File: src/rtl/arm_pkg.sv
`default_nettype none
// ============================================================================
// Module      : arm_pkg
// Description : Shared definitions for the multiply unit: operation encodings,
//               FSM state encoding, iteration count and an operand helper.
// Revision    : 1.0 - initial release
// ============================================================================
package arm_pkg;

  // Operation select encodings presented on the op port
  typedef enum logic [1:0] {
    OP_MUL   = 2'b00,
    OP_MLA   = 2'b01,
    OP_UMULL = 2'b10,
    OP_SMULL = 2'b11
  } mul_op_e;

  // Multiply sequencer states
  typedef enum logic [1:0] {
    ST_IDLE = 2'd0,
    ST_CALC = 2'd1,
    ST_DONE = 2'd2
  } mul_state_e;

  // One radix-2 shift-add iteration per multiplier bit
  localparam int unsigned MUL_ITERS    = 32;
  localparam int unsigned MUL_CNT_W    = 6;
  localparam logic [MUL_CNT_W-1:0] MUL_LAST_CNT = MUL_CNT_W'(MUL_ITERS - 1);

  // Magnitude of a two's-complement word. Worked in 33 bits so that
  // 0x80000000 yields +2^31 without overflow; the result always fits 32 bits.
  function automatic logic [31:0] mag32(input logic [31:0] v);
    logic [32:0] ext;
    ext = {v[31], v};
    if (ext[32]) ext = ~ext + 33'd1;
    return ext[31:0];
  endfunction

endpackage : arm_pkg
`default_nettype wire

File: src/rtl/mul_fsm.sv
`default_nettype none
// ============================================================================
// Module      : mul_fsm
// Description : IDLE/CALC/DONE sequencer for the multiply unit. Owns the state
//               register, the iteration counter and the busy/done outputs, and
//               tells the datapath when to load, step and finalise.
// Revision    : 1.0 - initial release
// ============================================================================
module mul_fsm
  import arm_pkg::*;
(
  input  logic clk,
  input  logic reset_n,
  input  logic i_start,
  input  logic i_flush,
  output logic o_busy,
  output logic o_done,
  output logic o_load,
  output logic o_step,
  output logic o_last
);

  mul_state_e             r_state;
  logic [MUL_CNT_W-1:0]   r_cnt;
  logic                   r_busy;
  logic                   r_done;

  // Flush suppresses every datapath action, so an aborted run changes nothing
  assign o_load = (r_state == ST_IDLE) && i_start && !i_flush;
  assign o_step = (r_state == ST_CALC) && !i_flush;
  assign o_last = o_step && (r_cnt == MUL_LAST_CNT);
  assign o_busy = r_busy;
  assign o_done = r_done;

  // State, counter and registered busy/done; flush beats start
  always_ff @(posedge clk or negedge reset_n) begin
    if (!reset_n) begin
      r_state <= ST_IDLE;
      r_cnt   <= '0;
      r_busy  <= 1'b0;
      r_done  <= 1'b0;
    end else if (i_flush) begin
      r_state <= ST_IDLE;
      r_cnt   <= '0;
      r_busy  <= 1'b0;
      r_done  <= 1'b0;
    end else begin
      case (r_state)
        ST_IDLE: begin
          if (i_start) begin
            r_state <= ST_CALC;
            r_cnt   <= '0;
            r_busy  <= 1'b1;
          end
        end
        ST_CALC: begin
          r_cnt <= r_cnt + 6'd1;
          if (r_cnt == MUL_LAST_CNT) begin
            r_state <= ST_DONE;
            r_done  <= 1'b1;
          end
        end
        ST_DONE: begin
          r_state <= ST_IDLE;
          r_busy  <= 1'b0;
          r_done  <= 1'b0;
        end
        default: begin
          r_state <= ST_IDLE;
          r_busy  <= 1'b0;
          r_done  <= 1'b0;
        end
      endcase
    end
  end

endmodule : mul_fsm
`default_nettype wire

File: src/rtl/mul_unit.sv
`default_nettype none
// ============================================================================
// Module      : mul_unit
// Description : Iterative 32x32 multiplier (MUL, MLA, UMULL, SMULL). Radix-2
//               shift-add over 32 cycles, with op-specific finalisation and
//               N/Z flag generation on the last iteration edge.
// Revision    : 1.0 - initial release
// ============================================================================
module mul_unit
  import arm_pkg::*;
(
  input  logic        clk,
  input  logic        reset_n,
  input  logic        start,
  input  logic [1:0]  op,
  input  logic [31:0] a,
  input  logic [31:0] b,
  input  logic [31:0] acc,
  input  logic        flush,
  output logic        busy,
  output logic        done,
  output logic [31:0] result_lo,
  output logic [31:0] result_hi,
  output logic        flag_n,
  output logic        flag_z
);

  logic        w_load;
  logic        w_step;
  logic        w_last;
  mul_op_e     w_op;
  logic [31:0] w_mc;
  logic [31:0] w_mp;
  logic [32:0] w_sum;
  logic [63:0] w_acc_nxt;
  logic [63:0] w_signed;
  logic [31:0] w_fin_lo;
  logic [31:0] w_fin_hi;
  logic        w_fin_n;
  logic        w_fin_z;

  mul_op_e     r_op;
  logic [31:0] r_mc;
  logic [31:0] r_addend;
  logic        r_neg;
  logic [63:0] r_acc;
  logic [31:0] r_res_lo;
  logic [31:0] r_res_hi;
  logic        r_flag_n;
  logic        r_flag_z;

  mul_fsm u_fsm (
    .clk     (clk),
    .reset_n (reset_n),
    .i_start (start),
    .i_flush (flush),
    .o_busy  (busy),
    .o_done  (done),
    .o_load  (w_load),
    .o_step  (w_step),
    .o_last  (w_last)
  );

  // SMULL multiplies magnitudes; the sign is restored at finalisation
  assign w_op = mul_op_e'(op);
  assign w_mc = (w_op == OP_SMULL) ? mag32(a) : a;
  assign w_mp = (w_op == OP_SMULL) ? mag32(b) : b;

  // Upper half accumulates, lower half holds the remaining multiplier bits;
  // each step adds the multiplicand when the current LSB is set, then shifts.
  assign w_sum     = {1'b0, r_acc[63:32]} + {1'b0, (r_acc[0] ? r_mc : 32'd0)};
  assign w_acc_nxt = {w_sum, r_acc[31:1]};
  assign w_signed  = r_neg ? (~w_acc_nxt + 64'd1) : w_acc_nxt;

  // Op-specific finalisation of the completed product, plus N/Z flags
  always_comb begin
    w_fin_lo = w_acc_nxt[31:0];
    w_fin_hi = 32'd0;
    w_fin_n  = 1'b0;
    case (r_op)
      OP_MUL:   w_fin_lo = w_acc_nxt[31:0];
      OP_MLA:   w_fin_lo = w_acc_nxt[31:0] + r_addend;
      OP_UMULL: {w_fin_hi, w_fin_lo} = w_acc_nxt;
      OP_SMULL: {w_fin_hi, w_fin_lo} = w_signed;
      default:  w_fin_lo = w_acc_nxt[31:0];
    endcase
    if ((r_op == OP_UMULL) || (r_op == OP_SMULL)) w_fin_n = w_fin_hi[31];
    else                                          w_fin_n = w_fin_lo[31];
    // hi is zero for 32-bit ops, so one compare covers both widths
    w_fin_z = ({w_fin_hi, w_fin_lo} == 64'd0);
  end

  // Operand capture, iteration and result registers (results only move on
  // the last iteration edge and otherwise hold)
  always_ff @(posedge clk or negedge reset_n) begin
    if (!reset_n) begin
      r_op     <= OP_MUL;
      r_mc     <= 32'd0;
      r_addend <= 32'd0;
      r_neg    <= 1'b0;
      r_acc    <= 64'd0;
      r_res_lo <= 32'd0;
      r_res_hi <= 32'd0;
      r_flag_n <= 1'b0;
      r_flag_z <= 1'b0;
    end else if (w_load) begin
      r_op     <= w_op;
      r_mc     <= w_mc;
      r_addend <= acc;
      r_neg    <= (w_op == OP_SMULL) && (a[31] ^ b[31]);
      r_acc    <= {32'd0, w_mp};
    end else if (w_step) begin
      r_acc <= w_acc_nxt;
      if (w_last) begin
        r_res_lo <= w_fin_lo;
        r_res_hi <= w_fin_hi;
        r_flag_n <= w_fin_n;
        r_flag_z <= w_fin_z;
      end
    end
  end

  assign result_lo = r_res_lo;
  assign result_hi = r_res_hi;
  assign flag_n    = r_flag_n;
  assign flag_z    = r_flag_z;

endmodule : mul_unit
`default_nettype wire
File: config.mk
export PLATFORM = sky130hd
export DESIGN_NAME = mul_unit
export DESIGN_NICKNAME = d
export VERILOG_FILES = /design/src/rtl/arm_pkg.sv /design/src/rtl/mul_fsm.sv /design/src/rtl/mul_unit.sv
export SDC_FILE = /design/constraint.sdc
export NUM_CORES = 1
export LEC_CHECK = 0
export BUFFER_PORTS_ARGS = -buffer_cell sky130_fd_sc_hd__buf_2
export CAP_MARGIN = 25
export CORE_MARGIN = 2
export CORE_UTILIZATION = 45
export DETAILED_ROUTE_END_ITERATION = 16
export PLACE_DENSITY = 0.64
export REMOVE_ABC_BUFFERS = 1
export SYNTH_ARGS = -nofsm -noshare
export SYNTH_HDL_FRONTEND = slang
export SYNTH_HIERARCHICAL = 1
export SYNTH_SLANG_ARGS = --single-unit
File: constraint.sdc
create_clock -name clk -period 5.2 [get_ports clk]
set_input_delay 1.04 -clock clk [delete_from_list [all_inputs] [get_ports clk]]
set_output_delay 1.04 -clock clk [all_outputs]
set_load 0.01 [all_outputs]
# After elaboration in Yosys (flattened, before gate mapping)
# Cells that the tools add are included.
[totals] wordCells=76 register_bits=207 input_bits=102
[op_classes] reduce_logical=18 n_eq_ne=10 n_mux=24 bitwise=5 addsub=6
[op_table] op="$mux 64" count=3
[op_table] op="$mux 32" count=5
[op_table] op="$pmux 32 s3" count=1
[op_table] op="$add 32x1->32 const B" count=2
[op_table] op="$add 64x1->64 const B" count=1
[op_table] op="$logic_not 64->1" count=1
[op_table] op="$not 32->32" count=2
[op_table] op="$not 64->64" count=1
[op_table] op="$pmux 32 s2" count=1
[op_table] op="$add 32x32->33" count=1
[op_table] op="$add 32x32->32" count=1
[op_table] op="$mux 6" count=2
[op_table] op="$pmux 6 s2" count=1
[op_table] op="$reduce_and 2->1" count=4
[op_table] op="$add 6x1->6 const B" count=1
[op_table] op="$eq 2x2->1 const B" count=3
[op_table] op="$eq 6x5->1 const B" count=1
[op_table] op="$mux 2" count=3
[op_table] op="$ne 3x3->1 const B" count=2
[op_table] op="$logic_and 1x1->1" count=5
[op_table] op="$mux 1" count=5
[op_table] op="$eq 2x1->1 const B" count=2
[op_table] op="$logic_not 2->1" count=2
[op_table] op="$ne 2x2->1 const B" count=2
[op_table] op="other kinds (10)" count=11

# Longest topological paths before layout
[depth] depth_word=7 ltp_mapped=18

# By module
# Netlist, hierarchy kept.
[by_module_without_submodules] mod="mul_unit" n_inst=1 seq_area_each_um2=4929.7 area_each_um2=14701.6 cells_each=1746
[by_module_without_submodules] mod="mul_fsm" n_inst=1 seq_area_each_um2=250.2 area_each_um2=490.5 cells_each=42

# Least setup slack after synthesis
# Ideal clock, no wire load.
[synth_path] path_type="reg2reg" start="register r_acc[0]" end="register r_flag_z, in the netlist flag_z" slack_ns=0.960 t_arrival_ns=4.148 stages_incl_launch_ff=17 period_less_slack_ns=4.240 required_time_ns=5.108 setup_time_ns=0.092 path_cell_list="dfrtp_1 clkbuf_1 and2_1 ha_1 fa_1 nand3_1 a21oi_2 o211a_1 or3_1 a221oi_2 o211ai_2 or4_4 o31ai_1 xor2_1 and4_1 a41oi_1 o31ai_2"
[synth_between] elab_chain_len=7
[synth_rtl] item="start, declared" line="mul_unit.sv:46" text="logic [63:0] r_acc;"
[synth_rtl] item="start signal, assigned" line="mul_unit.sv:111" text="r_acc <= {32'd0, w_mp};"
[synth_rtl] item="start signal, assigned" line="mul_unit.sv:113" text="r_acc <= w_acc_nxt;"
[synth_rtl] item="$mux 32 (*)" line="mul_unit.sv:71" text="assign w_sum = {1'b0, r_acc[63:32]} + {1'b0, (r_acc[0] ? r_mc : 32'd0)};"
[synth_rtl] item="$add 32x32->33 (*)" line="mul_unit.sv:71"
[synth_rtl] item="$not 64->64" line="mul_unit.sv:73" text="assign w_signed = r_neg ? (~w_acc_nxt + 64'd1) : w_acc_nxt;"
[synth_rtl] item="$add 64x1->64" line="mul_unit.sv:73"
[synth_rtl] item="$mux 64" line="mul_unit.sv:73"
[synth_rtl] item="$pmux 32 s3 or $pmux 32 s2 (tied branches)" line="mul_unit.sv:80" text="case (r_op)"
[synth_rtl] item="$logic_not 64->1 (*)" line="mul_unit.sv:90" text="w_fin_z = ({w_fin_hi, w_fin_lo} == 64'd0);"
[synth_rtl] item="end signal, assigned" line="mul_unit.sv:118" text="r_flag_z <= w_fin_z;"
[synth_rtl] item="end, declared" line="mul_unit.sv:50" text="logic r_flag_z;"
# Every way passes the cells marked *; elsewhere a longest branch is shown, timed or not.
# A chain may end at the register's enable or synchronous reset.

# Worst setup path in the final report
# Ends and elaborated chain as after synthesis.

==> summary.md <==
| Metric | Value |
|---|---|
| Delay of the slowest cell on the worst path | `around 0.52 ns` |
| Number of max-cap violations | `0` |
| WP data required | `5.64 ns` |
| Area contributors post-synth | `sky130_fd_sc_hd__dfrtp_1 (34%), sky130_fd_sc_hd__xnor2_1 (5.9%), sky130_fd_sc_hd__ha_1 (5.5%)` |
| Count of endpoints failing setup in the final report | `0` |
| Most used standard cell by instance count after synthesis | `sky130_fd_sc_hd__dfrtp_1` |
| Share of final-layout standard cells stronger than drive strength 1 | `16.22%` |
| Final layout net count | `about 2,100` |
| Area share of the leading cell type in the synthesized netlist | `approximately 34%` |
| Clk Tree Root Cell | `sky130_fd_sc_hd__clkbuf_16` |
| CTS tree | `done` |
| Combinational group share of total power | `approximately half` |
| Total routing usage reported by global routing | `24.13%` |
| Worst skew pair latency | `0.53 ns` |
| P_int | `around 4600 µW` |
| Maximum clock insertion buffer count | `3` |
| Layout area overhead | `14.16%` |
| Biggest fanout along the worst timing path | `9` |
| Drt drc | `0` |
| Boundary pin count | `170` |
| Number of storage elements in the synthesis netlist | `207` |
| Family with the most delay on the worst path | `simple AND/OR/NAND/NOR gates` |
| Initial core utilization | `45.53%` |
| First-pass GRT wire length | `between 60 and 70 mm` |
| P per Cell Area | `465.1 nW/µm²` |
| Arrival time of the worst setup path | `a little over 5 ns` |
| Die Outline Area | `between 30,000 and 40,000 µm²` |
| Crit start category | `register` |
| Sw Pwr | `about 3500 µW` |
| Number of warnings reported in the yosys synthesis log | `6` |
| Per-instance average area after synthesis | `8.497 µm²` |
| Worst vdd ir | `between 0.2 and 0.3 mV` |
| Top cell types by occurrence after synthesis | `sky130_fd_sc_hd__dfrtp_1 (207), sky130_fd_sc_hd__nand2_1 (201), sky130_fd_sc_hd__nor2_1 (169), sky130_fd_sc_hd__a21oi_1 (153), sky130_fd_sc_hd__o21ai_0 (136)` |
| Post-placement cell count | `around 2,300` |
| Post-detailed-route wirelength per cell | `18.08 µm` |
| Sw Share | `around 43%` |
| Number of distinct library cells after synthesis | `90` |
| Top Usage Layer GRT | `met2` |
| Sequential Area | `5180 µm²` |
| Chip height | `roughly 190 µm` |
| Number of synthesized flops with an enable pin | `0` |
| Count of non-filler cells in the finished layout | `around 2,400` |
| Max-Slew Margin vs Limit | `a little over a third` |
| CTS HTree Levels | `1` |
| Placeable core region | `roughly 33,000 µm²` |
| Category of the most critical setup path | `reg2reg` |
| Per-cell via count in the routed design | `around 5.7` |
| Number of pins with negative max-slew slack in the final report | `0` |
| Diode count | `0` |
| Placement Rows | `67` |
| Slowest stage cell on the critical path | `sky130_fd_sc_hd__a2111o_1` |
| Total wire length after detailed routing | `approximately 43 mm` |
| Prevailing post-synth register cell | `sky130_fd_sc_hd__dfrtp_1` |
| Leakage power figure | `0.007741 µW` |
| First-iteration detailed-routing DRC count | `1,011` |
| Global route overflow | `0` |
| Number of standard cells after synthesis | `1,788` |
| Setup repair after global routing missed its margin | `false` |
| Maximum number of pins on one net before global-route repair | `199` |
| Total power | `roughly 8000 µW` |
| Status | `complete, no violations` |
| Share of the clock period used by the worst path after layout | `90.32%` |
| CTS clock-pin slew for the worst setup and hold paths | `around 0.070 ns` |
| Met3 usage in global routing | `~2.9%` |
| Number of buffers added by the clock tree synthesis step | `25` |
| Core Util, Final | `about half` |
| Total number of vias | `13,530` |
| Number of hold violations in the final report | `0` |
| Antenna violations before repair | `1` |
| Async SR Flop Fraction | `100.0%` |
| Max frequency | `roughly 210 MHz` |
| Length of the first detailed-routing pass in iterations | `7` |
| Met2 capacity usage during global routing | `37.64%` |
| Resized Gates After CTS | `0` |
| Critical Path End Type | `register` |
| Yosys top cell by area | `sky130_fd_sc_hd__dfrtp_1` |
| Critical path buffers and inverters | `0` |
| CP dominant cell by count | `sky130_fd_sc_hd__or3_1` |
| Number of port buffers | `about 170` |
| Crit-path cells | `and2_1, ha_1, fa_1, nand3_1, a21oi_2, or3_1, a2111o_1, or3_1, nor3_4, a31oi_1, xnor2_1, a21oi_1, a211o_1, nor4_1, nand4_1, o31ai_2` |
| Seq pwr share | `between 20% and 30%` |
| Type of the tightest min-delay check | `in2async` |
| Clock Skews | `roughly 0.014 ns` |
| Sequential cell area fraction in the yosys report | `approximately a third` |
| Final weighted congestion in routability-driven placement | `approximately 0.9` |
| Minimum period implied by the final worst setup slack | `4.697 ns` |
| Post-CTS setup buffer count | `0` |
| Measured slew at the worst slew-check pin | `roughly 0.96 ns` |
| CTS Hold Buffers Added | `0` |
| Met1 global-route usage | `between 30% and 40%` |
| Fill cells | `3,255` |
| Area taken by multi-input logic gates | `roughly 9500 µm²` |
| Clock share of power | `between 20% and 30%` |
| Count of clock tree sinks | `roughly 210` |
| Number of global-route vias before repair | `12,850` |
| Detail Placement HPWL | `~33 mm` |
| Post-DRT Antenna Nets | `0` |
| Syn Std Cell Area | `~15,000 µm²` |
| DIE WIDTH | `around 190 µm` |
[cell usage in the layout (no fill, tap or decap), types with 15 or more instances in the layout]
| cell | instances |
|---|---|
| sky130_fd_sc_hd__dfrtp_1 | 207 |
| sky130_fd_sc_hd__nand2_1 | 201 |
| sky130_fd_sc_hd__nor2_1 | 169 |
| sky130_fd_sc_hd__buf_2 | 168 |
| sky130_fd_sc_hd__a21oi_1 | 153 |
| sky130_fd_sc_hd__o21ai_0 | 136 |
| sky130_fd_sc_hd__xnor2_1 | 102 |
| sky130_fd_sc_hd__ha_1 | 67 |
| sky130_fd_sc_hd__mux2i_1 | 62 |
| sky130_fd_sc_hd__xor2_1 | 59 |
| sky130_fd_sc_hd__and2_1 | 47 |
| sky130_fd_sc_hd__mux2_2 | 43 |
| sky130_fd_sc_hd__nand3_1 | 43 |
| sky130_fd_sc_hd__nor3_1 | 38 |
| sky130_fd_sc_hd__inv_1 | 36 |
| sky130_fd_sc_hd__a21o_1 | 25 |
| sky130_fd_sc_hd__clkbuf_16 | 25 |
| sky130_fd_sc_hd__o31ai_1 | 21 |
| sky130_fd_sc_hd__or3_1 | 21 |
| sky130_fd_sc_hd__a31oi_1 | 21 |
| sky130_fd_sc_hd__buf_4 | 21 |
| sky130_fd_sc_hd__a211oi_1 | 15 |
| sky130_fd_sc_hd__nand4_1 | 15 |
[power by group through the flow]
stage / logic, µW / registers [µW] / clock network (µW)
floorplan: 2980 / 2130 / 0
global placement: 3930 / 2230 / 0
detailed placement: 3970 / 2240 / 0
CTS: 4000 / 2210 / 1850
global route: 4480 / 2260 / 1910
finish: 4040 / 2220 / 1810
[routing by layer]
| metal | share of wire, % | vias up |
|---|---|---|
| met1 | 49 | 6431 |
| li1 | - | 6690 |
| met4 | 1.8 | 0 |
| met3 | 5.7 | 43 |
| met2 | 44 | 369 |
| met5 | 0 | - |
[through the flow]
step                      hold slack, ns  cell area (µm²)  TNS [ns]  worst slack (ns)
final                             0.4617            17340         0            0.5034
after global routing              0.4890            17340         0           0.09686
after CTS                         0.4770            17320         0            0.5241
after detailed placement          0.4627            16470         0            0.1108
after global placement            0.4540            16470         0            0.2640
after floorplan                   0.4732            14840  -2521.38            -16.20
[state kept, by name, indices dropped and copies added, names as in the netlist, 2 cells and up]
signal         flops
result_hi         32
u_fsm/r_state      2
r_op               2
result_lo         32
u_fsm/r_cnt        6
r_addend          32
r_acc             64
r_mc              32
[cells by family after synthesis]
family          Yosys count  synth area share, %
buf+inv                 127                3.228
compound gates          487                19.98
fa+ha+maj                69                5.782
flops                   207                34.10
mux                     105                7.272
simple gates            632                20.36
xor+xnor                161                9.282
[path summary, 6_finish.rpt]
kind,cells past startpoint,slack (ns),startpoint,end
min,1,0.46,reset_n,result_lo[4]$_DFFE_PN0P_
min in group clk,2,0.47,result_lo[21]$_DFFE_PN0P_,result_lo[21]$_DFFE_PN0P_
max,16,0.50,r_acc[0]$_DFFE_PN0P_,flag_z$_DFFE_PN0P_
min reg2reg,2,0.47,result_lo[21]$_DFFE_PN0P_,result_lo[21]$_DFFE_PN0P_
max in group asynchronous,3,3.51,reset_n,result_hi[0]$_DFFE_PN0P_
max reg2reg,16,0.50,r_acc[0]$_DFFE_PN0P_,flag_z$_DFFE_PN0P_
[layout make-up]
class / count / share of cell area [%]
multi-input combinational: 1454 / 54.95
sequential: 207 / 29.87
timing repair buffer: 193 / 6.226
clock buffer: 34 / 4.033
tap: 448 / 3.232
clock inverter: 10 / 0.8585
inverter: 38 / 0.8297
No activity file was read; power rests on OpenSTA's default activity.
